<file path="src/rtl/spi_pkg.sv">
// Shared types and constants for the transmit-only SPI master.
// SPI_MOSI_INV_EN selects the line polarity applied by spi_line_bit.
package spi_pkg;

    typedef enum logic [2:0] {
        IDLE     = 3'd0,
        SETUP    = 3'd1,
        SHIFT_HI = 3'd2,
        SHIFT_LO = 3'd3,
        HOLD     = 3'd4
    } spi_tx_state_t;

    localparam logic SPI_SCK_IDLE  = 1'b0;
    localparam logic SPI_CS_ACTIVE = 1'b0;

    // Maps a data bit to the level driven on mosi.
    function automatic logic spi_line_bit(input logic data_bit);
`ifdef SPI_MOSI_INV_EN
        return ~data_bit;
`else
        return data_bit;
`endif
    endfunction

endpackage

</file>
<file path="src/rtl/spi_sck_gen.sv">
// Down-counter timing every SPI phase; reloaded on each state entry,
// expire marks the last cycle of the phase. Never wraps below zero.
module spi_sck_gen #(
    parameter int W = 4
) (
    input  logic         clk,
    input  logic         reset,
    input  logic         load,
    input  logic [W-1:0] load_val,
    output logic         expire
);

    logic [W-1:0] cnt_r;

    // Phase counter: load wins, otherwise count down and park at zero.
    always_ff @(posedge clk) begin
        if (reset) begin
            cnt_r <= '0;
        end else if (load) begin
            cnt_r <= load_val;
        end else if (cnt_r != '0) begin
            cnt_r <= cnt_r - W'(1);
        end
    end

    assign expire = (cnt_r == W'(1));

endmodule

</file>
<file path="src/rtl/spi_master_out.sv">
// Transmit-only SPI master, mode 0, MSB first. Option macro: SPI_MOSI_INV_EN
// (mosi carries complemented data). Pins are one register stage behind the FSM.
module spi_master_out #(
    parameter int BITS     = 32,
    parameter int CLKDIV   = 4,
    parameter int CS_SETUP = 2,
    parameter int CS_HOLD  = 2
) (
    input  logic            clk,
    input  logic            reset,
    input  logic [BITS-1:0] tx_data,
    input  logic            tx_valid,
    output logic            tx_ready,
    output logic            busy,
    output logic            done,
    output logic            cs,
    output logic            sck,
    output logic            mosi
);
    import spi_pkg::*;

    localparam int DW = $clog2(CLKDIV + CS_SETUP + CS_HOLD + 1);
    localparam int BW = $clog2(BITS + 1);

    spi_tx_state_t   state_r, state_s;
    logic [BITS-1:0] shift_r;
    logic [BW-1:0]   bit_cnt_r;
    logic            accept_s, last_bit_s, div_load_s, div_expire_s;
    logic [DW-1:0]   div_val_s;
    logic            cs_s, sck_s, mosi_s, done_s, busy_s;
    logic            cs_r, sck_r, mosi_r, done_r, busy_r;

    assign accept_s   = tx_valid && (state_r == IDLE);
    assign last_bit_s = (bit_cnt_r == BW'(BITS - 1));
    assign tx_ready   = (state_r == IDLE);

    spi_sck_gen #(.W(DW)) u_sck_gen (
        .clk      (clk),
        .reset    (reset),
        .load     (div_load_s),
        .load_val (div_val_s),
        .expire   (div_expire_s)
    );

    // State register.
    always_ff @(posedge clk) begin
        if (reset) begin
            state_r <= IDLE;
        end else begin
            state_r <= state_s;
        end
    end

    // Next-state logic and phase-length selection for the divider.
    always_comb begin
        state_s = state_r;
        case (state_r)
            IDLE:     if (accept_s)     state_s = SETUP;    else state_s = IDLE;
            SETUP:    if (div_expire_s) state_s = SHIFT_HI; else state_s = SETUP;
            SHIFT_HI: if (div_expire_s) state_s = SHIFT_LO; else state_s = SHIFT_HI;
            SHIFT_LO: begin
                if (div_expire_s) begin
                    if (last_bit_s) state_s = HOLD; else state_s = SHIFT_HI;
                end else begin
                    state_s = SHIFT_LO;
                end
            end
            HOLD:     if (div_expire_s) state_s = IDLE;     else state_s = HOLD;
            default:  state_s = IDLE;
        endcase
        div_load_s = (state_s != state_r);
        case (state_s)
            SETUP:    div_val_s = DW'(CS_SETUP);
            SHIFT_HI: div_val_s = DW'(CLKDIV);
            SHIFT_LO: div_val_s = DW'(CLKDIV);
            HOLD:     div_val_s = DW'(CS_HOLD);
            default:  div_val_s = '0;
        endcase
    end

    // Shift register and bit counter; the bit advances as the next high phase begins.
    always_ff @(posedge clk) begin
        if (reset) begin
            shift_r   <= '0;
            bit_cnt_r <= '0;
        end else if (accept_s) begin
            shift_r   <= tx_data;
            bit_cnt_r <= '0;
        end else if ((state_r == SHIFT_LO) && div_expire_s && !last_bit_s) begin
            shift_r   <= {shift_r[BITS-2:0], 1'b0};
            bit_cnt_r <= bit_cnt_r + BW'(1);
        end else begin
            shift_r   <= shift_r;
            bit_cnt_r <= bit_cnt_r;
        end
    end

    // Pin values derived from the current state; done fires while the pins leave HOLD.
    always_comb begin
        cs_s   = (state_r == IDLE) ? ~SPI_CS_ACTIVE : SPI_CS_ACTIVE;
        sck_s  = (state_r == SHIFT_HI) ? ~SPI_SCK_IDLE : SPI_SCK_IDLE;
        mosi_s = (state_r == IDLE) ? 1'b0 : spi_line_bit(shift_r[BITS-1]);
        done_s = (state_r == IDLE) && (cs_r == SPI_CS_ACTIVE);
        busy_s = (state_s != IDLE);
    end

    // Output register stage.
    always_ff @(posedge clk) begin
        if (reset) begin
            cs_r   <= ~SPI_CS_ACTIVE;
            sck_r  <= SPI_SCK_IDLE;
            mosi_r <= 1'b0;
            done_r <= 1'b0;
            busy_r <= 1'b0;
        end else begin
            cs_r   <= cs_s;
            sck_r  <= sck_s;
            mosi_r <= mosi_s;
            done_r <= done_s;
            busy_r <= busy_s;
        end
    end

    assign cs   = cs_r;
    assign sck  = sck_r;
    assign mosi = mosi_r;
    assign done = done_r;
    assign busy = busy_r;

endmodule

</file>
<file path="config.mk">
export PLATFORM = sky130hd
export DESIGN_NAME = spi_master_out
export DESIGN_NICKNAME = d
export VERILOG_FILES = /design/src/rtl/spi_pkg.sv /design/src/rtl/spi_sck_gen.sv /design/src/rtl/spi_master_out.sv
export SDC_FILE = /design/constraint.sdc
export NUM_CORES = 1
export LEC_CHECK = 0
export BUFFER_PORTS_ARGS = -buffer_cell sky130_fd_sc_hd__clkbuf_2
export CAP_MARGIN = 20
export CORE_MARGIN = 1.5
export CORE_UTILIZATION = 55
export DETAILED_ROUTE_END_ITERATION = 8
export PLACE_DENSITY = 0.79
export SYNTH_ARGS = -nofsm -noshare
export SYNTH_HDL_FRONTEND = slang
export SYNTH_SLANG_ARGS = --single-unit
</file>
<file path="constraint.sdc">
create_clock -name clk -period 2.6 [get_ports clk]
set_clock_uncertainty 0.2 [all_clocks]
set_input_delay 0.13 -clock clk [delete_from_list [all_inputs] [get_ports clk]]
set_output_delay 0.13 -clock clk [all_outputs]
set_load 0.02 [all_outputs]
</file>
==> flow_metrics.env, run 1 <==
export IMPL_outcome="finished, final reports clean"
export IMPL_synth_net_count=313
export IMPL_placeableCoreArea_um2=3971
export IMPL_drt_pass1_iter_count=5
export IMPL_grt_pass1_wl_um=8618
export IMPL_final_core_util_pct=73.06
export IMPL_clk_insertion_delay_late_ns=0.31
export IMPL_synthDistinctLibCells=39
export IMPL_finalHoldViolations=0
export IMPL_die_w_um=67.21
export IMPL_totalPowerFinal_mw=1.972
export IMPL_finalNetCount=377
export IMPL_antenna_violations_before_repair=0
export IMPL_post_layout_nonfiller_instances=389
export IMPL_layout_filler_cells=301
export IMPL_final_cell_area_um2=2902
export IMPL_total_number_of_clock_tree_sinks=50
export IMPL_critPathArrivalTime_ns=2.27
export IMPL_share_of_the_synthesized_area_in_the_top_cell_type_pct=44.15
export IMPL_critical_path_buf_inv_count=1
export IMPL_ff_latch_area_um2=1001
export IMPL_cts_max_path_buffers=2
export IMPL_cts_buffers=5
export IMPL_final_max_slew_viol_count=0
export IMPL_cts_tree="yes"
export IMPL_place_gp_congestion=0.7767
export IMPL_postRouteWirelength_um=5150
export IMPL_syn_area_per_cell_um2=8.274
export IMPL_totalNegativeSetupSlack_ns=0
export IMPL_post_dp_cell_area_um2=2455
export IMPL_crit_path_max_delay_family="compound AO/OA/AOI/OAI gates"
export IMPL_period_share_pct=87.57
export IMPL_criticalPathCategory="register to register"
export IMPL_place_hpwl_um=2911
export IMPL_place_detailed_instances=347
export IMPL_num_antenna_cells=0
export IMPL_post_cts_setup_buffers=0
export IMPL_global_router_s_overall_resource_usage_pct=25.07
export IMPL_netlist_area_um2=2267
export IMPL_cts_htree_levels=2
export IMPL_num_vias=2174
export IMPL_met2_usage_pct=41.96
export IMPL_grtUsageMet1_pct=31.69
export IMPL_globalRouteOverflowTotal=0
export IMPL_wl_per_cell_um=13.24
export IMPL_worst_setup_path_start_kind="register"
export IMPL_max_capacitance_violation_count=0
export IMPL_multiInputGateArea_um2=1134
export IMPL_antenna_left=0
export IMPL_synthFlopType="sky130_fd_sc_hd__dfxtp_1"
export IMPL_die_h_um=67.21
export IMPL_ir_worst_vdd_mv=0.4722
export IMPL_fraction_of_final_layout_cells_with_drive_strength_greater_than_1_pct=16.22
export IMPL_most_used_routing_layer="met2"
export IMPL_synth_largest_area_cell="sky130_fd_sc_hd__dfxtp_1"
export IMPL_synth_seq_area_share_pct=44.15
export IMPL_grt_start_max_net_pins=56
export IMPL_slew_headroom_pct=68.59
export IMPL_max_slew_worst_pin_slew_ns=0.4712
export IMPL_cts_hold_fix_buffers=34
export IMPL_grtUsageMet3_pct=6.333
export IMPL_synth_top_cells_by_area="sky130_fd_sc_hd__dfxtp_1 44%, sky130_fd_sc_hd__a311oi_1 12%, sky130_fd_sc_hd__nand2_1 11%"
export IMPL_timing_critical_path_slowest_stage_cell="sky130_fd_sc_hd__o211a_4"
export IMPL_synthToLayoutAreaGrowth_pct=27.98
export IMPL_floorplan_die_area_um2=4517
export IMPL_timing_fmax_mhz=439.2
export IMPL_rsz_0062_raised_after_global_routing="no"
export IMPL_data_required_time_of_the_critical_path_ns=2.60
export IMPL_cts_resized_gates=0
export IMPL_drc_errors=0
export IMPL_setup_violations_final=0
export IMPL_power_density_cell_area_nw_per_um2=679.5
export IMPL_slowest_delay_ns=0.46
export IMPL_synth_edf_count=0
export IMPL_hold_class="primary input to register"
export IMPL_syn_inst=274
export IMPL_critical_path_cell_chain="inv_1, ha_1, and4bb_1, o211a_4, nand2_1, a311oi_1"
export IMPL_clock_tree_root_cell="sky130_fd_sc_hd__clkbuf_8"
export IMPL_ios=41
export IMPL_fraction_of_registers_with_async_set_or_reset_after_synthesis_pct=0
export IMPL_post_drt_via_cell_ratio=5.589
export IMPL_number_of_core_rows=23
export IMPL_initialDrtViolationCount=194
export IMPL_critical_path_peak_fanout=33
export IMPL_grt_pass1_vias=1975
export IMPL_clk_transition_reported_paths_ns=0.09
export IMPL_synthesis_yosys_warnings=0
export IMPL_numPortBuffers=40
export IMPL_yosys_register_bits=50
export IMPL_leakagePower_nw=1.113
export IMPL_start_util_pct=57.09
export IMPL_post_route_min_period_ns=2.277
export IMPL_setup_worst_path_end_class="register"
-- logic make-up after synthesis --
| logic type | count (synthesis) | share of synthesized area (%) |
|---|---|---|
| AOI/OAI and AO/OA | 55 | 19.54 |
| xor gates and xnor gates | 2 | 0.7728 |
| adders and majority gates | 4 | 2.208 |
| buffers and inverters | 25 | 5.960 |
| DFF | 50 | 44.15 |
| muxes | 2 | 0.9933 |
| and+or+nand+nor | 136 | 26.38 |
-- metrics by stage --
| step | hold slack, ns | setup WS, ns |
|---|---|---|
| after floorplan | 0.08188 | 0.7588 |
| after global placement | 0.2043 | 0.4772 |
| after detailed placement | 0.2085 | 0.4116 |
| after CTS | 0.09879 | 0.3697 |
| after global routing | 0.1217 | 0.1572 |
| final | 0.1144 | 0.3231 |
-- state kept, by name, indices dropped and copies added (netlist names) --
register	cells
sck	1
done	1
cs	1
mosi	1
busy	1
shift_r	32
state_r	3
u_sck_gen.cnt_r	4
bit_cnt_r	6
-- worst paths after layout --
check	cells past startpoint	to	slack, ns	start
min reg2reg	2	mosi	0.25	shift_r[31]
max reg2reg	6	shift_r[5]	0.32	u_sck_gen.cnt_r[1]
max	6	shift_r[5]	0.32	u_sck_gen.cnt_r[1]
min	2	busy	0.11	reset
-- final cells by class --
cell class | count | share of cell area (%)
inverters | 4 | 0.5175
flip-flops and latches | 50 | 34.50
well taps | 50 | 2.156
multi-input cells | 199 | 39.07
repair buffers | 78 | 20.09
clock buffers | 7 | 2.630
clock inverters | 1 | 1.035
-- per-layer routing --
layer | share of wire [%] | vias up
met4 | 1.6 | 0
li1 | - | 1092
met1 | 45 | 993
met2 | 48 | 78
met3 | 5.4 | 11
met5 | 0 | -
-- placed cells by master, fill, tap and decap left out, types with 5 or more instances in the layout --
| cell | netlist | layout |
|---|---|---|
| sky130_fd_sc_hd__clkbuf_2 | 0 | 40 |
| sky130_fd_sc_hd__dfxtp_1 | 50 | 50 |
| sky130_fd_sc_hd__a21oi_1 | 10 | 10 |
| sky130_fd_sc_hd__a311oi_1 | 32 | 32 |
| sky130_fd_sc_hd__nand2_1 | 68 | 67 |
| sky130_fd_sc_hd__clkbuf_8 | 0 | 5 |
| sky130_fd_sc_hd__dlygate4sd3_1 | 0 | 34 |
| sky130_fd_sc_hd__nor2_1 | 36 | 36 |
| sky130_fd_sc_hd__nand3_1 | 6 | 6 |
-- power by group --
| group | switching [mW] | internal [mW] | total [mW] |
|---|---|---|---|
| logic | 0.257 | 0.234 | 0.491 |
| clock network | 0.253 | 0.288 | 0.541 |
| registers | 0.0716 | 0.868 | 0.940 |
-- worst register-to-register path, delay by kind of cell, from the launching register on --
kind,cells,cell delay [ns]
AOI/OAI and AO/OA,2,0.81
adders and majority gates,1,0.19
buffers and inverters,1,0.11
DFF,1,0.32
and+or+nand+nor,2,0.54
-- Yosys cell counts (3+ instances only) --
cell type and count:
sky130_fd_sc_hd__nand2_1 68, sky130_fd_sc_hd__dfxtp_1 50, sky130_fd_sc_hd__nor2_1 36, sky130_fd_sc_hd__a311oi_1 32
sky130_fd_sc_hd__a21oi_1 10, sky130_fd_sc_hd__clkbuf_1 7, sky130_fd_sc_hd__buf_2 6, sky130_fd_sc_hd__nand3_1 6
sky130_fd_sc_hd__buf_4 5, sky130_fd_sc_hd__ha_1 4, sky130_fd_sc_hd__inv_1 4, sky130_fd_sc_hd__nand2b_1 4
sky130_fd_sc_hd__nor3_1 4, sky130_fd_sc_hd__o21ai_1 3, sky130_fd_sc_hd__or2_1 3, sky130_fd_sc_hd__or3_1 3
Power figures use the tool's default switching activity.
==> run 2: changes to the inputs <==
REMOVE_ABC_BUFFERS = 1   (was not set)
SLEW_MARGIN = 20   (was not set)
==> run 2 against run 1 <==
Wire length up 4.3%; non-clock buffer count increased by 3; power shrank 1.8%; fmax shrank 2.1%; die area unchanged; clock-buffer cell count is 1 lower; first-iteration DRC count down 14%; cell count up 0.77%; largest cell class unchanged; largest power group unchanged.
==> flow_metrics.env, run 2 (synthesis gave the netlist of run 1 again) <==
export IMPL_cts_resized_gates=0
export IMPL_max_capacitance_violation_count=0
export IMPL_crit_path_max_delay_family="compound AO/OA/AOI/OAI gates"
export IMPL_r2r_end="shift_r[17]"
export IMPL_antenna_left=0
export IMPL_timing_final_ws_setup_ns=0.2745
export IMPL_clk_insertion_delay_late_ns=0.31
export IMPL_cts_max_path_buffers=2
export IMPL_placeableCoreArea_um2=3971
export IMPL_hold_class="register to register"
export IMPL_timing_fmax_mhz=430.0
export IMPL_place_gp_congestion=0.7768
export IMPL_clk_transition_reported_paths_ns=0.10
export IMPL_grt_start_max_net_pins=34
export IMPL_postRouteWirelength_um=5370
export IMPL_final_core_util_pct=73.28
export IMPL_hold_path_depth=1
export IMPL_period_share_pct=89.44
export IMPL_cts_htree_levels=2
export IMPL_regToRegStartpoint="u_sck_gen.cnt_r[1]"
export IMPL_synthToLayoutAreaGrowth_pct=28.37
export IMPL_data_required_time_of_the_critical_path_ns=2.60
export IMPL_number_of_flip_flops_in_the_largest_register=32
export IMPL_die_w_um=67.21
export IMPL_global_router_s_overall_resource_usage_pct=26.23
export IMPL_layout_filler_cells=306
export IMPL_critical_path_cell_count=6
export IMPL_reg2reg_setup_slack_ns=0.27
export IMPL_place_worst_setup_slack_ns=0.3987
export IMPL_outcome="finished, final reports clean"
export IMPL_cts_tree="yes"
export IMPL_ios=41
export IMPL_die_h_um=67.21
export IMPL_grt_pass1_vias=2034
export IMPL_critical_path_cell_chain="inv_1, ha_1, and4bb_1, o211a_4, nand2_1, a311oi_1"
export IMPL_numPortBuffers=40
export IMPL_globalRouteOverflowTotal=0
export IMPL_start_util_pct=57.09
export IMPL_length_in_cells_of_the_worst_reg_to_reg_path=6
export IMPL_post_drt_via_cell_ratio=5.602
export IMPL_wl_per_cell_um=13.70
export IMPL_initialDrtViolationCount=167
export IMPL_timing_critical_path_slowest_stage_cell="sky130_fd_sc_hd__o211a_4"
export IMPL_cts_buffers=5
export IMPL_clock_tree_root_cell="sky130_fd_sc_hd__clkbuf_8"
export IMPL_slew_headroom_pct=70.05
export IMPL_largestRegisters="shift_r x32, bit_cnt_r x6, u_sck_gen.cnt_r x4"
export IMPL_total_number_of_clock_tree_sinks=50
export IMPL_floorplan_die_area_um2=4517
export IMPL_max_slew_worst_pin_slew_ns=0.4471
export IMPL_post_cts_setup_buffers=0
export IMPL_antenna_violations_before_repair=0
export IMPL_criticalPathCategory="register to register"
export IMPL_number_of_core_rows=23
export IMPL_place_hpwl_um=3124
export IMPL_worst_setup_path_start_kind="register"
export IMPL_num_vias=2196
export IMPL_drt_pass1_iter_count=4
export IMPL_sink_of_the_worst_hold_path="done"
export IMPL_critPathArrivalTime_ns=2.32
export IMPL_totalPowerFinal_mw=1.937
export IMPL_power_density_cell_area_nw_per_um2=665.5
export IMPL_grt_pass1_wl_um=9004
export IMPL_largest_register="shift_r"
export IMPL_num_antenna_cells=0
export IMPL_final_max_slew_viol_count=0
export IMPL_post_route_min_period_ns=2.325
export IMPL_setup_worst_path_end_class="register"
export IMPL_drc_errors=0
export IMPL_leakagePower_nw=1.121
export IMPL_fraction_of_final_layout_cells_with_drive_strength_greater_than_1_pct=16.96
export IMPL_finalHoldViolations=0
export IMPL_ir_worst_vdd_mv=0.4389
export IMPL_finalNetCount=380
export IMPL_rsz_0062_raised_after_global_routing="no"
export IMPL_holdCritStartpoint="cs"
export IMPL_slowest_delay_ns=0.46
export IMPL_most_common_layout_cells="67 x sky130_fd_sc_hd__nand2_1, 50 x sky130_fd_sc_hd__dfxtp_1, 40 x sky130_fd_sc_hd__clkbuf_2, 36 x sky130_fd_sc_hd__nor2_1, 36 x sky130_fd_sc_hd__dlygate4sd3_1"
export IMPL_critical_path_peak_fanout=33
export IMPL_critical_path_buf_inv_count=1
export IMPL_mostFrequentLayoutCell="sky130_fd_sc_hd__nand2_1"
export IMPL_setup_violations_final=0
run 2: cell types whose count changed in the layout (fill, tap and decap cells not counted), sizes merged:
cell and change:
dlygate4sd3 +2, buf +1, clkbuf -1, clkinv +2, bufinv -1
run 2: worst max-delay path by stage:
stage                     slack (ns)                  to               start
after floorplan                -0.31  u_sck_gen.cnt_r[2]          state_r[0]
after global placement          0.49        bit_cnt_r[2]  u_sck_gen.cnt_r[1]
after detailed placement        0.40        bit_cnt_r[2]  u_sck_gen.cnt_r[1]
after CTS                       0.36        bit_cnt_r[2]  u_sck_gen.cnt_r[1]
after global routing            0.15         shift_r[17]  u_sck_gen.cnt_r[1]
final                           0.27         shift_r[17]  u_sck_gen.cnt_r[1]
run 2: report_power, final:
part	total, mW	internal [mW]	switching (mW)	leakage, nW
clock network	0.491	0.219	0.271	0.0514
registers	0.943	0.868	0.0745	0.412
logic	0.503	0.236	0.267	0.657
total	1.94	1.32	0.613	1.12
run 2: stage by stage:
| step | cells | setup TNS [ns] | area, um2 | hold WS [ns] |
|---|---|---|---|---|
| floorplan | 253 | -0.5905 | 2147 | -0.0009342 |
| global placement | 348 | 0 | 2450 | 0.1992 |
| detailed placement | 348 | 0 | 2450 | 0.2059 |
| CTS | 392 | 0 | 2910 | 0.2356 |
| global route | 392 | 0 | 2910 | 0.2602 |
| finish | 392 | 0 | 2910 | 0.2311 |
run 2: layout make-up:
cell class / instances / area, um2 / share of cell area, %
sequential: 50 / 1001 / 34.39
clock inverter: 2 / 17.52 / 0.6019
inverter: 4 / 15.01 / 0.5159
tap: 50 / 62.56 / 2.150
timing repair buffer: 81 / 598.1 / 20.55
clock buffer: 6 / 82.58 / 2.837
multi-input combinational: 199 / 1134 / 38.95
run 2: repair_timing:
action	4_1_cts	5_1_grt
hold endpoints to repair	35	0
hold buffers	36	0
setup endpoints to repair	0	0
run 2: layer usage:
layer  up-vias  share of wire, %  GRT usage [%]
li1       1100                 -              -
met2        53                49          44.55
met1      1031                45          32.32
met3        12               4.2          6.333
met4         0               1.9          9.439
met5         -                 0              0
run 2: worst reg2reg max path, delay by kind of cell, from the launching register on:
kind            cells  cell delay, ns
fa+ha+maj           1            0.21
buf+inv             1            0.12
simple gates        2            0.54
flops               1            0.32
compound gates      2            0.82
==> run 3: changes to the inputs <==
CTS_CLUSTER_SIZE = 8   (was not set)
MAX_ROUTING_LAYER = met4   (was not set)
==> run 3 against run 2 <==
Global-route usage is 0.65 points higher; highest routed layer unchanged; cell count unchanged; cell area unchanged; register-to-register slack about the same; critical endpoint unchanged.
==> flow_metrics.env, run 3 (synthesis gave the netlist of run 1 again) <==
export IMPL_finalNetCount=380
export IMPL_met2_wirelength_um=2628
export IMPL_floorplan_die_area_um2=4517
export IMPL_critical_path_cell_chain="inv_1, ha_1, and4bb_1, o211a_4, nand2_1, a311oi_1"
export IMPL_slowest_delay_ns=0.46
export IMPL_global_router_s_overall_resource_usage_pct=26.88
export IMPL_pwr_share_clk_pct=25.4
export IMPL_setup_violations_final=0
export IMPL_place_worst_setup_slack_ns=0.3987
export IMPL_total_number_of_clock_tree_sinks=50
export IMPL_post_dp_cell_area_um2=2450
export IMPL_most_common_layout_cells="67 x sky130_fd_sc_hd__nand2_1, 50 x sky130_fd_sc_hd__dfxtp_1, 40 x sky130_fd_sc_hd__clkbuf_2, 36 x sky130_fd_sc_hd__nor2_1, 36 x sky130_fd_sc_hd__dlygate4sd3_1"
export IMPL_synthToLayoutAreaGrowth_pct=28.37
export IMPL_drc_errors=0
export IMPL_timing_fmax_mhz=431.5
export IMPL_cts_max_path_buffers=2
export IMPL_place_gp_congestion=0.7873
export IMPL_routed_top_layer="met4"
export IMPL_initialDrtViolationCount=197
export IMPL_final_cell_area_um2=2910
export IMPL_cts_tree="yes"
export IMPL_place_hpwl_um=3124
export IMPL_pwr_share_comb_pct=26.0
export IMPL_cts_buffers=5
export IMPL_worst_setup_path_startpoint="u_sck_gen.cnt_r[1]"
export IMPL_max_capacitance_violation_count=0
export IMPL_max_slew_worst_pin_slew_ns=0.4512
export IMPL_hold_class="register to register"
export IMPL_timing_final_ws_setup_ns=0.2825
export IMPL_grt_pass1_vias=2038
export IMPL_die_h_um=67.21
export IMPL_cts_htree_levels=2
export IMPL_finalHoldViolations=0
export IMPL_postRouteWirelength_um=5376
export IMPL_power_density_cell_area_nw_per_um2=665.4
export IMPL_die_w_um=67.21
export IMPL_ir_worst_vdd_mv=0.4381
export IMPL_data_required_time_of_the_critical_path_ns=2.59
export IMPL_num_antenna_cells=0
export IMPL_placeableCoreArea_um2=3971
export IMPL_antenna_violations_before_repair=0
export IMPL_total_switching_power_uw=612.5
export IMPL_holdCritStartpoint="shift_r[31]"
export IMPL_clock_tree_root_cell="sky130_fd_sc_hd__clkbuf_8"
export IMPL_mostFrequentLayoutCell="sky130_fd_sc_hd__nand2_1"
export IMPL_drt_pass1_iter_count=4
export IMPL_outcome="finished, final reports clean"
export IMPL_totalNegativeSetupSlack_ns=0
export IMPL_rsz_0062_raised_after_global_routing="no"
export IMPL_internal_power_mw=1.324
export IMPL_num_vias=2200
export IMPL_post_route_min_period_ns=2.317
export IMPL_regToRegStartpoint="u_sck_gen.cnt_r[1]"
export IMPL_slew_headroom_pct=69.78
export IMPL_period_share_pct=89.13
export IMPL_grt_start_max_net_pins=34
export IMPL_grt_pass1_wl_um=8970
export IMPL_numPortBuffers=40
export IMPL_fraction_of_final_layout_cells_with_drive_strength_greater_than_1_pct=16.96
export IMPL_totalPowerFinal_mw=1.936
export IMPL_critPathArrivalTime_ns=2.31
export IMPL_ios=41
export IMPL_start_util_pct=57.09
export IMPL_antenna_left=0
export IMPL_power_switching_share_pct=31.63
export IMPL_setup_worst_path_end_class="register"
export IMPL_routed_met1_length_um=2387
export IMPL_met3RoutedLength_um=260
export IMPL_clk_transition_reported_paths_ns=0.10
export IMPL_power_share_sequential_pct=48.7
export IMPL_number_of_core_rows=23
export IMPL_final_max_slew_viol_count=0
export IMPL_largest_register="shift_r"
export IMPL_leakagePower_nw=1.121
export IMPL_wl_per_cell_um=13.71
export IMPL_timing_critical_path_slowest_stage_cell="sky130_fd_sc_hd__o211a_4"
export IMPL_worst_setup_path_start_kind="register"
export IMPL_clk_insertion_delay_late_ns=0.30
export IMPL_post_drt_via_cell_ratio=5.612
export IMPL_critical_path_peak_fanout=33
export IMPL_globalRouteOverflowTotal=0
export IMPL_largestRegisters="shift_r x32, bit_cnt_r x6, u_sck_gen.cnt_r x4"
export IMPL_criticalPathCategory="register to register"
export IMPL_number_of_flip_flops_in_the_largest_register=32
## run 3: cell counts in the layout (fill, tap and decap cells not counted)
Identical to the previous run, type by type.
## run 3: final cells by class
class / instances / area [um2]
multi-input combinational: 199 / 1134
fill: 306 / 1061
sequential: 50 / 1001
timing repair buffer: 81 / 598.1
clock buffer: 6 / 82.58
tap: 50 / 62.56
clock inverter: 2 / 17.52
inverter: 4 / 15.01
## run 3: critical path, delay by kind of cell, from the launching register on
family	cells	cell delay, ns
buffers and inverters	1	0.12
AO/OA/AOI/OAI	2	0.82
flip-flops	1	0.32
AND/OR/NAND/NOR	2	0.53
adder cells (fa/ha/maj)	1	0.20
## run 3: metrics by stage
step           hold WS (ns)  util [%]  cells
3_3_place_gp         0.1992     61.69    348
3_5_place_dp         0.2059     61.69    348
2_1_floorplan    -0.0009342         -    253
5_1_grt              0.2601     73.28    392
4_1_cts              0.2356     73.28    392
6_report             0.2316     73.28    392
## run 3: per-layer routing
layer | vias to the layer above | global-route usage [%]
met5 | - | -
met1 | 1022 | 31.90
met3 | 11 | 6.167
met2 | 67 | 44.80
met4 | 0 | 9.439
li1 | 1100 | -
## run 3: path summary, 6_finish.rpt
kind                  to  slack [ns]  cells past startpoint
max          shift_r[17]        0.28                      6
min                 mosi        0.23                      2
max reg2reg  shift_r[17]        0.28                      6
min reg2reg         mosi        0.23                      2
## run 3: timing repair
item | CTS | global route
gates resized for setup | 0 | 0
setup buffers | 0 | 0
setup endpoints to repair | 0 | 0
hold buffers | 36 | 0
hold endpoints to repair | 35 | 0
## run 3: power groups by stage
stage	logic, mW	clock network (mW)	registers, mW
6_report	0.503	0.491	0.943
5_1_grt	0.559	0.531	0.956
4_1_cts	0.495	0.500	0.940
3_5_place_dp	0.448	0	0.955
3_3_place_gp	0.424	0	0.953
2_1_floorplan	0.319	0	0.946
